$ cat src/rtl/uart_rx.sv
// uart_rx: 8x-oversampled 8N1 UART receiver with a 64-byte queue and a request/ready read port
module uart_rx #(
   parameter int PRESCALE = 651
) (
   input  logic        i_clock,
   input  logic        i_reset,
   input  logic        i_request,
   output logic [31:0] o_rdata,
   output logic        o_ready,
   input  logic        UART_RX
);
   localparam int P8 = 8 * PRESCALE;
   localparam int P4 = 4 * PRESCALE;
   localparam int CW = $clog2(P8);
   localparam logic [CW-1:0] C_P8 = CW'(P8 - 1);
   localparam logic [CW-1:0] C_P4 = CW'(P4 - 1);
   typedef enum logic [2:0] {S_IDLE, S_START, S_DATA, S_STOP, S_BREAK} state_t;
   state_t r_state, w_state_next;
   logic r_sync1, r_sync2, r_prev;
   logic [CW-1:0] r_cnt, w_cnt;
   logic [2:0] r_bit, w_bit;
   logic [7:0] r_shift, w_shift;
   logic w_push, w_frame, w_tick;
   logic [7:0] r_mem [64];
   logic [5:0] r_wr_ptr, r_rd_ptr;
   logic [6:0] r_count;
   logic w_full, w_empty, w_wr, w_rd, w_ovf_set, w_rd_start;
   logic r_ovf, r_frm, r_busy, r_ready;
   logic [31:0] r_rdata;
   assign w_tick = (r_cnt == '0);
   always_comb begin
      w_state_next = r_state;
      w_cnt = w_tick ? r_cnt : r_cnt - 1'b1;
      w_bit = r_bit;
      w_shift = r_shift;
      w_push = 1'b0;
      w_frame = 1'b0;
      case (r_state)
         S_IDLE: if (r_prev && !r_sync2) begin
            w_state_next = S_START;
            w_cnt = C_P4;
         end
         S_START: if (w_tick) begin
            w_state_next = r_sync2 ? S_IDLE : S_DATA;
            w_cnt = r_sync2 ? '0 : C_P8;
            w_bit = 3'd0;
         end
         S_DATA: if (w_tick) begin
            w_shift = {r_sync2, r_shift[7:1]};
            w_cnt = C_P8;
            w_bit = r_bit + 3'd1;
            w_state_next = (r_bit == 3'd7) ? S_STOP : S_DATA;
         end
         S_STOP: if (w_tick) begin
            w_push = r_sync2;
            w_frame = !r_sync2;
            w_state_next = r_sync2 ? S_IDLE : S_BREAK;
         end
         S_BREAK: w_state_next = r_sync2 ? S_IDLE : S_BREAK;
         default: w_state_next = S_IDLE;
      endcase
   end
   always_ff @(posedge i_clock) begin
      if (i_reset) begin
         r_state <= S_IDLE;
         r_sync1 <= 1'b1;
         r_sync2 <= 1'b1;
         r_prev <= 1'b1;
         r_cnt <= '0;
         r_bit <= '0;
         r_shift <= '0;
      end else begin
         r_state <= w_state_next;
         r_sync1 <= UART_RX;
         r_sync2 <= r_sync1;
         r_prev <= r_sync2;
         r_cnt <= w_cnt;
         r_bit <= w_bit;
         r_shift <= w_shift;
      end
   end
   assign w_full = (r_count == 7'd64);
   assign w_empty = (r_count == 7'd0);
   assign w_wr = w_push && !w_full;
   assign w_ovf_set = w_push && w_full;
   assign w_rd_start = i_request && !r_busy;
   assign w_rd = w_rd_start && !w_empty;
   always_ff @(posedge i_clock) begin
      if (w_wr) r_mem[r_wr_ptr] <= r_shift;
   end
   always_ff @(posedge i_clock) begin
      if (i_reset) begin
         r_wr_ptr <= '0;
         r_rd_ptr <= '0;
         r_count <= '0;
         r_ovf <= 1'b0;
         r_frm <= 1'b0;
         r_busy <= 1'b0;
         r_ready <= 1'b0;
         r_rdata <= '0;
      end else begin
         r_wr_ptr <= r_wr_ptr + 6'(w_wr);
         r_rd_ptr <= r_rd_ptr + 6'(w_rd);
         r_count <= r_count + 7'(w_wr) - 7'(w_rd);
         r_ovf <= w_ovf_set || (r_ovf && !w_rd_start);
         r_frm <= w_frame || (r_frm && !w_rd_start);
         r_busy <= r_busy ? i_request : w_rd_start;
         r_ready <= w_rd_start;
         if (w_rd_start) r_rdata <= {21'd0, r_frm, r_ovf, !w_empty, w_empty ? 8'd0 : r_mem[r_rd_ptr]};
      end
   end
   assign o_ready = r_ready;
   assign o_rdata = r_rdata;
endmodule

$ cat config.mk
export PLATFORM = sky130hd
export DESIGN_NAME = uart_rx
export DESIGN_NICKNAME = d
export VERILOG_FILES = /design/src/rtl/uart_rx.sv
export SDC_FILE = /design/constraint.sdc
export NUM_CORES = 1
export LEC_CHECK = 0
export BUFFER_PORTS_ARGS = -buffer_cell sky130_fd_sc_hd__buf_2
export CAP_MARGIN = 40
export CORE_MARGIN = 2
export CORE_UTILIZATION = 30
export CTS_BUF_LIST = sky130_fd_sc_hd__clkbuf_8 sky130_fd_sc_hd__clkbuf_16
export CTS_CLUSTER_SIZE = 8
export DETAILED_ROUTE_END_ITERATION = 16
export GPL_TIMING_DRIVEN = 0
export HOLD_SLACK_MARGIN = 0.06
export PLACE_DENSITY_LB_ADDON = 0.08
export SLEW_MARGIN = 40
export SYNTH_ARGS = -nofsm -noshare
export SYNTH_HDL_FRONTEND = slang
export SYNTH_SLANG_ARGS = --single-unit
$ cat constraint.sdc
create_clock -name i_clock -period 4.1 [get_ports i_clock]
set_input_delay 0.82 -clock i_clock [delete_from_list [all_inputs] [get_ports i_clock]]
set_output_delay 0.82 -clock i_clock [all_outputs]
set_load 0.02 [all_outputs]
---- After elaboration in Yosys (flattened, before gate mapping) ----
Memories as Yosys holds them, arrays and structs flattened. A register that Yosys moved wholly into a read port is not among the register bits.
Cells that the tools add are included.
operators by class
  add/sub/neg operators ................... 6
  equality and inequality tests ........... 10
  muxes and demuxes ....................... 26
  reduce and logical (&&, ||, !) cells .... 21
operator list
  cell                   number
  $mux 13                5
  $pmux 13 s3            1
  $mux 3                 7
  $pmux 3 s5             1
  $logic_not 13->1       1
  $sub 13x1->13 const B  1
  $add 6x1->6            2
  $mux 1                 8
  $mux 8                 1
  $ne 2x2->1 const B     4
  $add 7x1->7            1
  $eq 7x7->1 const B     1
  $logic_and 1x1->1      7
  $logic_not 7->1        1
  $sub 7x1->7            1
  $eq 3x2->1 const B     2
  $eq 3x3->1 const B     2
  $mux 6                 1
  $pmux 3 s2             1
  $logic_not 1->1        5
  $reduce_and 4->1       1
  $add 3x1->3 const B    1
  $eq 3x1->1 const B     1
  $logic_not 3->1        1
  5 further kinds        6
storage, ports and cells
  bits in registers ....................... 64
  bits in writable memories ............... 512
  bits of input ports ..................... 4
  output and inout port bits .............. 33
  logic and storage cells ................. 79
  memories kept ........................... 1
memories
  memory  depth  bits a word  read ports  clocked after memory_dff  write ports  RTL line  text
  r_mem   64     8            1           1                         1            24        logic [7:0] r_mem [64];

---- Longest topological paths before layout ----
Gate-level depths: netlist (run 1).
  depth after elaboration ................. 6
  mapped depth ............................ 17
  depth with buffers taken out ............ 17

---- Least setup slack after synthesis (run 1) ----
No wires, ideal clock.
  path kind ............................... register to register
  from .................................... reg r_cnt[0]
  to ...................................... reg r_count[6]
  arrival ................................. 3746 ps
  setup slack ............................. 222 ps
  cell stages (with the launch flop) ...... 18
  path buffers ............................ 0
  cell sequence ........................... dfxtp_1 -> inv_1 -> ha_1 -> or4b_4 -> nor3_4 -> inv_2 -> or4_4 -> ha_1 -> inv_1 -> ha_1 -> inv_1 -> fa_1 -> nand2b_1 -> a21oi_1 -> o21ai_0 -> a21oi_1 -> or3_1 -> a21oi_1
on the way
  longest elaborated chain between the ends .. 6
RTL lines
  what                      RTL line  text
  start: declaration        20        logic [CW-1:0] r_cnt, w_cnt;
  start signal: assignment  77        r_cnt <= w_cnt;
  $logic_not 13->1          30        assign w_tick = (r_cnt == '0);
  $mux 1                    54        S_STOP: if (w_tick) begin
  $mux 1                    38        case (r_state)
  $logic_and 1x1->1         84        assign w_wr = w_push && !w_full;
  $add 7x1->7               104       r_count <= r_count + 7'(w_wr) - 7'(w_rd);
  $sub 7x1->7               104
  end signal: assignment    104
  end: declaration          26        logic [6:0] r_count;
Every way passes these cells.
A chain may end at the register's enable or synchronous reset.

==> results by group, run 1 <==
Detailed routing
  • Detailed Route Iter0 Violations: 1056
  • Pre-antenna DRT Iters: 5
  • WL final: 63.59 mm
  • Vias: 11890
  • DR WL/cell: 26.10 microns
  • DR vias/cell: 4.879
  • Antenna-violating nets left: 0
  • DRC violations left: 0
  • Metal3 WL: 2.753 mm
  • Max layer used: met4
  • DR WL met2: 30.27 mm
  • Wl on met1: 29.16 mm

Setup path
  • CP Class: flop to flop
  • CP arrival: 4.35 ns
  • Startpoint class of the critical path: flop
  • Cell Chain, Critical Path: clkbuf_1, buf_1, clkbuf_1, mux4_2, mux2i_1, a22oi_1, nand3_1, nand2_1
  • CP endpoint kind: flop
  • CP max stage cell: buf_1
  • Most used cell, CP: clkbuf_1
  • CP required: 4.60 ns
  • CP peak stage delay: 0.76 ns
  • CP max FO: 10

Yosys
  • Seq/Total Area, Yosys: 0.7287
  • Async SR Flop Fraction: 0
  • Post-synth top cells: edfxtp_1, mux4_2, nor2_1
  • Gate Count Post-Synth: 1281
  • Yosys top cell by area: edfxtp_1
  • Post-synth top flop: edfxtp_1
  • Ys Warns: 0
  • Yosys top cell area share: 0.6726
  • Count leader, synth: edfxtp_1
  • Avg Cell Area, Syn: 17.84 sq um
  • Netlist cell types: 62
  • EDFF count, synth: 512
  • Post-Syn Area: 22860 sq um
  • Top cells by area, synth: edfxtp_1, mux4_2, dfxtp_1, mux2i_1, nor2_1
  • Register bit count reported by yosys: 576

Placed design
  • Worst slack, placed: -0.3087 ns
  • I/O Buffers: 14
  • GP Congestion: 0.7737
  • Hpwl dp: 42.39 mm

Clock network
  • Clock tree buffer depth: 3
  • Clock buffer count from CTS: 82
  • H-tree Lvls: 3
  • Worst-path clk slew: 0.05 ns
  • CTS root buffer: clkbuf_16
  • Clk_lat worst skew: 0.61 ns
  • Clock sink total: 576
  • TritonCTS clock tree: done

Floorplan
  • Initial Util: 0.3020
  • Num ports: 37
  • Die area: 78420 sq um
  • # rows: 101
  • Die W: 280.0 microns
  • CORE AREA: 75700 sq um
  • Die Y: 280.0 microns

Pwr
  • Cell Pwr Density: 539.8 nW/um^2
  • Peak supply drop: 307.2 uV
  • Gate power share: 0.138
  • Sequential share of power: 0.445
  • Clock network fraction of total power: 0.417
  • Pint: 10.94 mW
  • P_sw: 3.628 mW
  • Total power: 14.57 mW
  • Switching Share: 0.2490
  • Lkg Pwr: 8.863 nW

Hold path
  • Hold Path Class: flop to flop

GRT
  • Total GRT Usage: 0.1649
  • Largest net degree at the start of global routing: 53
  • First-pass GRT wire length: 91.02 mm
  • Initial antenna violation count: 3
  • Number of global-route vias before repair: 12400
  • GR Overflow Total: 0

STA
  • Final Skew: 0.02768 ns
  • Slew @ Worst Pin: 0.9204 ns
  • Slew Viols, Final: 0
  • Unrepaired setup endpoints after global routing: false
  • PnR worst setup slack: 0.2503 ns
  • Highest clock rate: 0.2598 GHz
  • Fin. Hold Viols: 0
  • Final clock period utilization by the worst path: 0.9389
  • Setup TNS: 0 ns
  • Finish-stage setup viols: 0
  • Clock period minus worst slack: 3.850 ns
  • Slew margin rel.: 0.3864

Finish
  • Fill cell count: 7118
  • P&R area growth vs syn: 18.07%
  • Share of layout cells above drive strength 1: 0.2586
  • Fin nets: 1439
  • N_diodes: 0

Status
  • Status: finished, final reports clean

Run
  • Maxcap violations: 0
[power groups by stage]
stage / logic, mW / registers [mW] / clock network, mW
after floorplan: 1.43 / 6.60 / 0
after global placement: 2.00 / 6.61 / 0
after CTS: 2.02 / 6.49 / 6.24
final: 2.01 / 6.49 / 6.07
after global routing: 2.21 / 6.50 / 6.47
after detailed placement: 2.00 / 6.60 / 0
[flip-flops by register name, indices dropped and copies added (netlist names), 6 cells and up]
signal / flops
r_mem: 512
r_cnt: 13
o_rdata: 11
r_shift: 8
r_count: 7
r_rd_ptr: 6
r_wr_ptr: 6
[critical path, delay by kind of cell, from the launching register on]
kind / cells / cell delay (ns)
flip-flops: 1 / 0.32
AND/OR/NAND/NOR: 2 / 0.19
multiplexers: 2 / 0.97
AO/OA/AOI/OAI: 1 / 0.16
buffers and inverters: 3 / 2.09
[placed cells by master (no fill, tap or decap), types with 7 or more instances in the layout]
cell type,netlist,layout
edfxtp_1,512,512
mux4_2,106,106
clkbuf_16,0,84
mux2i_1,71,71
nor2_2,0,60
dfxtp_1,64,56
inv_1,17,53
nand2_1,54,53
a21oi_1,45,44
nor2_1,96,36
buf_2,16,33
buf_4,24,31
clkbuf_1,37,29
o21ai_0,21,21
conb_1,1,21
nand3_1,21,20
ha_1,17,16
o221ai_1,15,15
a22oi_1,14,14
nor2b_1,13,13
xnor2_1,11,11
a31oi_1,10,10
clkbuf_2,0,9
a211oi_1,9,9
a32oi_1,9,9
nor3_1,10,8
o22ai_1,8,8
buf_12,0,8
dfxtp_4,0,8
xor2_1,7,7
[per-stage QoR]
stage | instances | cell area (sq um) | hold WS [ns] | util
global placement | 2293 | 24230 | 0.3941 | 0.3201
detailed placement | 2306 | 24610 | 0.4007 | 0.3251
floorplan | 1301 | 22930 | 0.3895 | -
global route | 2436 | 26990 | 0.3744 | 0.3566
CTS | 2432 | 26900 | 0.3652 | 0.3554
finish | 2436 | 26990 | 0.4067 | 0.3566
[per-layer routing]
metal	track usage	vias up
li1	-	5330
met1	0.2281	6197
met2	0.2645	270
met3	0.03331	89
met4	0.04429	0
met5	0	-
[worst paths after layout]
kind | from | end | slack, ns | cells after the start
max | r_rd_ptr[1] | o_rdata[3] | 0.25 | 8
min | r_sync1 | r_sync2 | 0.41 | 1
max reg2reg | r_rd_ptr[1] | o_rdata[3] | 0.25 | 8
min reg2reg | r_sync1 | r_sync2 | 0.41 | 1
[repair_timing]
item / 4_1_cts / 5_1_grt
buffers inserted: 1 / 2
pin swaps: 2 / 4
setup endpoints to repair: 2 / 1
hold buffers: 0 / 0
resized for setup: 0 / 5
[kinds of logic after synthesis]
group | Yosys count | synth area share
AOI/OAI and AO/OA | 144 | 0.04078
DFF | 576 | 0.7287
adders and majority gates | 18 | 0.01018
xor gates and xnor gates | 18 | 0.006897
buffers and inverters | 106 | 0.02244
other | 1 | 0.0001641
muxes | 179 | 0.1365
and+or+nand+nor | 239 | 0.05436
[area by class of cell]
cell class | count | area (sq um) | share of cell area
repair buffers | 32 | 312.8 | 0.01159
inverters | 19 | 78.83 | 0.002921
clock buffers | 85 | 2116 | 0.07839
plain buffers | 87 | 451.7 | 0.01674
multi-input cells | 619 | 5951 | 0.2205
flip-flops and latches | 576 | 16690 | 0.6182
well taps | 978 | 1224 | 0.04534
clock inverters | 40 | 170.2 | 0.006305
(Power assumes the default switching activity.)
==> run 2: changes to the inputs <==
- CORE_MARGIN: 2 -> 4
==> results by group, run 2 (synthesis results as in run 1) <==
Finish
  • P&R area growth vs syn: 18.28%
  • Max reg flops: 512
  • Top reg by flops: r_mem
  • Final instance area: 27040 sq um
  • Area of the multi-input gates: 5936 sq um
  • Most frequent cells in the layout: edfxtp_1, mux4_2, clkbuf_16
  • Cell Count, Final, Fillers Out: 2436
  • Register area: 16690 sq um
  • Fill cell count: 6975
  • N_diodes: 0
  • Fin nets: 1438
  • Share of layout cells above drive strength 1: 0.2563
  • Most common cell after layout, fill and taps aside: edfxtp_1

Setup path
  • Reg-to-reg slack, setup: 0.26 ns
  • CP max FO: 5
  • CP endpoint kind: flop
  • Startpoint class of the critical path: flop
  • Crit. Startpoint: r_cnt[0]
  • Top delay family on crit path: simple AND/OR/NAND/NOR gates
  • CP required: 4.56 ns
  • CP Class: flop to flop
  • Cell Chain, Critical Path: inv_1, ha_2, or4b_4, nor3_4, inv_2, or4_4, ha_1, inv_1, ha_1, inv_1, fa_2, nand2b_1, a21oi_2, o21ai_0, a21oi_1, or3_1, a21oi_1
  • WP buf/inv: 4
  • CP max stage cell: or4_4
  • Critical R2R Launch: r_cnt[0]
  • Most used cell, CP: inv_1
  • CP arrival: 4.30 ns
  • CP peak stage delay: 0.51 ns

STA
  • Setup TNS: 0 ns
  • Unrepaired setup endpoints after global routing: false
  • Final clock period utilization by the worst path: 0.9363
  • Clock period minus worst slack: 3.839 ns
  • Fin. Hold Viols: 0
  • Final Skew: 0.02863 ns
  • Slew @ Worst Pin: 0.8684 ns
  • Finish-stage setup viols: 0
  • Highest clock rate: 0.2605 GHz
  • Slew Viols, Final: 0
  • Slew margin rel.: 0.4211

Pwr
  • Total power: 14.65 mW
  • Clock network fraction of total power: 0.419
  • Cell Pwr Density: 541.8 nW/um^2
  • Lkg Pwr: 8.933 nW
  • Peak supply drop: 285.5 uV
  • P_sw: 3.692 mW
  • Sequential share of power: 0.443
  • Pint: 10.96 mW
  • Gate power share: 0.138
  • Switching Share: 0.2520

Clock network
  • # hold bufs at CTS: 0
  • Clock sink total: 576
  • Clk_lat worst skew: 0.62 ns
  • H-tree Lvls: 3
  • TritonCTS clock tree: done
  • Clock buffer count from CTS: 81
  • Clock tree buffer depth: 3
  • CTS root buffer: clkbuf_16
  • Worst-path clk slew: 0.05 ns

Floorplan
  • CORE AREA: 74950 sq um
  • Die area: 80670 sq um
  • Num ports: 37
  • Initial Util: 0.3050
  • Die W: 284.0 microns
  • Die Y: 284.0 microns
  • # rows: 100

Detailed routing
  • WL final: 63.61 mm
  • Vias: 12030
  • Detailed Route Iter0 Violations: 954
  • DR vias/cell: 4.937
  • Pre-antenna DRT Iters: 5
  • DR WL/cell: 26.11 microns
  • DRC violations left: 0
  • Antenna-violating nets left: 0

Placed design
  • I/O Buffers: 14
  • Placed cell area: 24610 sq um
  • GP Congestion: 0.7908
  • Hpwl dp: 42.36 mm
  • Cells after DPL: 2297

GRT
  • GR Overflow Total: 0
  • Largest net degree at the start of global routing: 45
  • Number of global-route vias before repair: 12260
  • Total GRT Usage: 0.1574
  • First-pass GRT wire length: 91.05 mm
  • Initial antenna violation count: 1

Status
  • Status: finished, final reports clean

Run
  • Maxcap violations: 0

Hold path
  • Hold Path Origin: UART_RX
  • Hold Path Class: primary input to flop
==> run 2: worst paths after layout <==
| kind | endpoint | cells after the start |
|---|---|---|
| min reg2reg | r_sync2 | 1 |
| max reg2reg | r_count[6] | 17 |
| max | r_count[6] | 17 |
| min | r_sync1 | 2 |
==> run 2: cell type report <==
type / count / share of cell area
buffer: 87 / 0.01680
clock buffer: 84 / 0.07775
clock inverter: 50 / 0.008793
inverter: 19 / 0.002823
multi-input combinational: 619 / 0.2195
sequential: 576 / 0.6171
tap: 969 / 0.04484
timing repair buffer: 32 / 0.01231
==> run 2: layer usage <==
| layer | GRT usage | part of all wire |
|---|---|---|
| met1 | 0.2272 | 0.47 |
| met3 | 0.03373 | 0.047 |
| met2 | 0.2404 | 0.45 |
| met4 | 0.04628 | 0.027 |
| met5 | 0 | 0 |
==> run 2: metrics by stage <==
| stage | hold WS, ns | util | setup WS [ns] |
|---|---|---|---|
| after floorplan | 0.3895 | - | 0.2218 |
| after global placement | 0.3962 | 0.3231 | -0.3227 |
| after detailed placement | 0.3985 | 0.3283 | -0.2727 |
| after CTS | 0.3671 | 0.3596 | 0.05608 |
| after global routing | 0.3903 | 0.3608 | 0.02583 |
| final | 0.4064 | 0.3608 | 0.2613 |
==> run 2: power by group through the flow <==
stage          registers [mW]  logic (mW)  clock network, mW
4_1_cts                  6.49        2.02               6.31
5_1_grt                  6.50        2.21               6.58
3_3_place_gp             6.61        2.00                  0
6_report                 6.49        2.02               6.14
2_1_floorplan            6.60        1.43                  0
3_5_place_dp             6.60        2.00                  0
==> run 2: repair_timing <==
action / 4_1_cts / 5_1_grt
gates resized for setup: 0 / 3
pin swaps: 2 / 5
setup endpoints to repair: 2 / 1
endpoints found under the hold margin: 0 / 0
buffers inserted: 1 / 4
==> run 3: changes to the inputs <==
- ABC_CLOCK_PERIOD_IN_PS: unset -> 4100
- REMOVE_ABC_BUFFERS: unset -> 1
==> results by group, run 3 (synthesis results as in run 1) <==
Setup path
  • CP max FO: 8
  • CP required: 4.56 ns
  • RR Endpoint: r_count[6]
  • CP arrival: 4.32 ns
  • Cell Chain, Critical Path: inv_1, ha_2, or4b_4, nor3_4, inv_4, or4_4, ha_1, inv_1, ha_1, inv_1, fa_1, nand2b_1, a21oi_2, o21ai_1, a21oi_2, or3_1, a21oi_1
  • Startpoint class of the critical path: flop
  • CP max stage cell: or4b_4
  • CP peak stage delay: 0.51 ns
  • CP endpoint kind: flop
  • Path depth of the worst reg2reg path: 17
  • Most used cell, CP: inv_1
  • Reg-to-reg slack, setup: 0.24 ns
  • CP Class: flop to flop
  • Critical R2R Launch: r_cnt[0]

STA
  • Slew margin rel.: 0.4030
  • Fin. Hold Viols: 0
  • Setup TNS: 0 ns
  • PnR worst setup slack: 0.2392 ns
  • Final Skew: 0.02424 ns
  • Final clock period utilization by the worst path: 0.9417
  • Highest clock rate: 0.2590 GHz
  • Clock period minus worst slack: 3.861 ns
  • Slew Viols, Final: 0
  • Hold_ws: 0.4049 ns
  • Slew @ Worst Pin: 0.8927 ns
  • Finish-stage setup viols: 0

Finish
  • Max reg flops: 512
  • Register area: 16700 sq um
  • Area of the multi-input gates: 5944 sq um
  • Fill cell count: 6976
  • Final instance area: 26820 sq um
  • Share of layout cells above drive strength 1: 0.2387
  • Top reg by flops: r_mem
  • Fin nets: 1362
  • Cell Count, Final, Fillers Out: 2361
  • P&R area growth vs syn: 17.34%
  • Fin util: 0.3579
  • Most frequent cells in the layout: edfxtp_1, mux4_2, clkbuf_16
  • Most common cell after layout, fill and taps aside: edfxtp_1

GRT
  • Total GRT Usage: 0.1415
  • Initial antenna violation count: 0
  • GR Overflow Total: 0
  • First-pass GRT wire length: 84.52 mm
  • Largest net degree at the start of global routing: 47
  • Number of global-route vias before repair: 11990

Placed design
  • GP Congestion: 0.6803
  • Placed cell area: 24470 sq um
  • I/O Buffers: 15
  • Cells after DPL: 2224
  • Hpwl dp: 36.03 mm
  • Worst slack, placed: -0.2957 ns

Pwr
  • Peak supply drop: 270.9 uV
  • Gate power share: 0.129
  • Clock network fraction of total power: 0.419
  • Pint: 10.95 mW
  • Cell Pwr Density: 537.5 nW/um^2
  • P_sw: 3.467 mW
  • Switching Share: 0.2405
  • Sequential share of power: 0.452
  • Lkg Pwr: 8.719 nW
  • Total power: 14.42 mW

Detailed routing
  • Detailed Route Iter0 Violations: 779
  • Pre-antenna DRT Iters: 5
  • DR WL/cell: 24.16 microns
  • Vias: 11460
  • DR vias/cell: 4.856
  • Antenna-violating nets left: 0
  • DRC violations left: 0
  • WL final: 57.04 mm

Hold path
  • Hold Path Depth: 1
  • Hold path endpoint: r_sync2
  • Hold Path Origin: r_sync1
  • Hold Path Class: flop to flop

Status
  • Status: finished, final reports clean

Floorplan
  • Initial Util: 0.3050
  • CORE AREA: 74950 sq um
  • Die area: 80670 sq um
  • # rows: 100
  • Num ports: 37
  • Die W: 284.0 microns
  • Die Y: 284.0 microns

Clock network
  • Worst-path clk slew: 0.05 ns
  • Clk_lat worst skew: 0.60 ns
  • Clock sink total: 576
  • CTS root buffer: clkbuf_16
  • TritonCTS clock tree: done
  • Clock tree buffer depth: 3
  • H-tree Lvls: 3
  • Clock buffer count from CTS: 81

Run
  • Maxcap violations: 0
[run 3: worst max-delay path by stage]
| stage | from | to | slack (ns) | cells after the start |
|---|---|---|---|---|
| 2_1_floorplan | r_rd_ptr[0] | o_rdata[7] | -3.26 | 4 |
| 3_3_place_gp | r_rd_ptr[0] | o_rdata[3] | -7.41 | 6 |
| 3_5_place_dp | r_cnt[0] | r_count[6] | -0.30 | 17 |
| 4_1_cts | r_cnt[0] | r_count[6] | 0.13 | 17 |
| 5_1_grt | r_cnt[0] | r_count[6] | -0.01 | 17 |
| 6_report | r_cnt[0] | r_count[6] | 0.24 | 17 |
[run 3: final cells by class]
cell class	instances	share of cell area
flip-flops and latches	576	0.6227
diodes	1	0.00009330
clock buffers	84	0.07837
inverters	19	0.002939
clock inverters	50	0.007650
well taps	969	0.04520
multi-input cells	619	0.2216
repair buffers	43	0.02141
[run 3: repair_timing]
action / in CTS / in global routing
pin swaps: 2 / 2
gates resized for setup: 0 / 5
hold buffers: 0 / 0
endpoints found under the setup margin: 2 / 1
setup buffers: 2 / 0
gates cloned: 0 / 0
[run 3: per-layer routing]
metal | wire length [microns] | GRT usage | vias up | part of all wire
met4 | 1250 | 0.03875 | 0 | 0.022
met5 | 0 | 0 | - | 0
met3 | 2034 | 0.02747 | 101 | 0.036
met1 | 26960 | 0.1971 | 5961 | 0.47
li1 | - | - | 5202 | -
met2 | 26800 | 0.2278 | 200 | 0.47
[run 3: worst max-delay path, delay by kind of cell (launching register included)]
kind | cells | cell delay, ns
AOI/OAI and AO/OA | 4 | 0.45
and+or+nand+nor | 5 | 1.54
buffers and inverters | 4 | 0.31
DFF | 1 | 0.33
adders and majority gates | 4 | 1.07
[run 3: power groups by stage]
| stage | logic, mW | clock network, mW | registers [mW] |
|---|---|---|---|
| after global routing | 2.06 | 6.48 | 6.53 |
| after global placement | 1.69 | 0 | 6.90 |
| after detailed placement | 1.86 | 0 | 6.64 |
| after floorplan | 1.39 | 0 | 6.81 |
| after CTS | 1.88 | 6.24 | 6.52 |
| final | 1.86 | 6.04 | 6.52 |
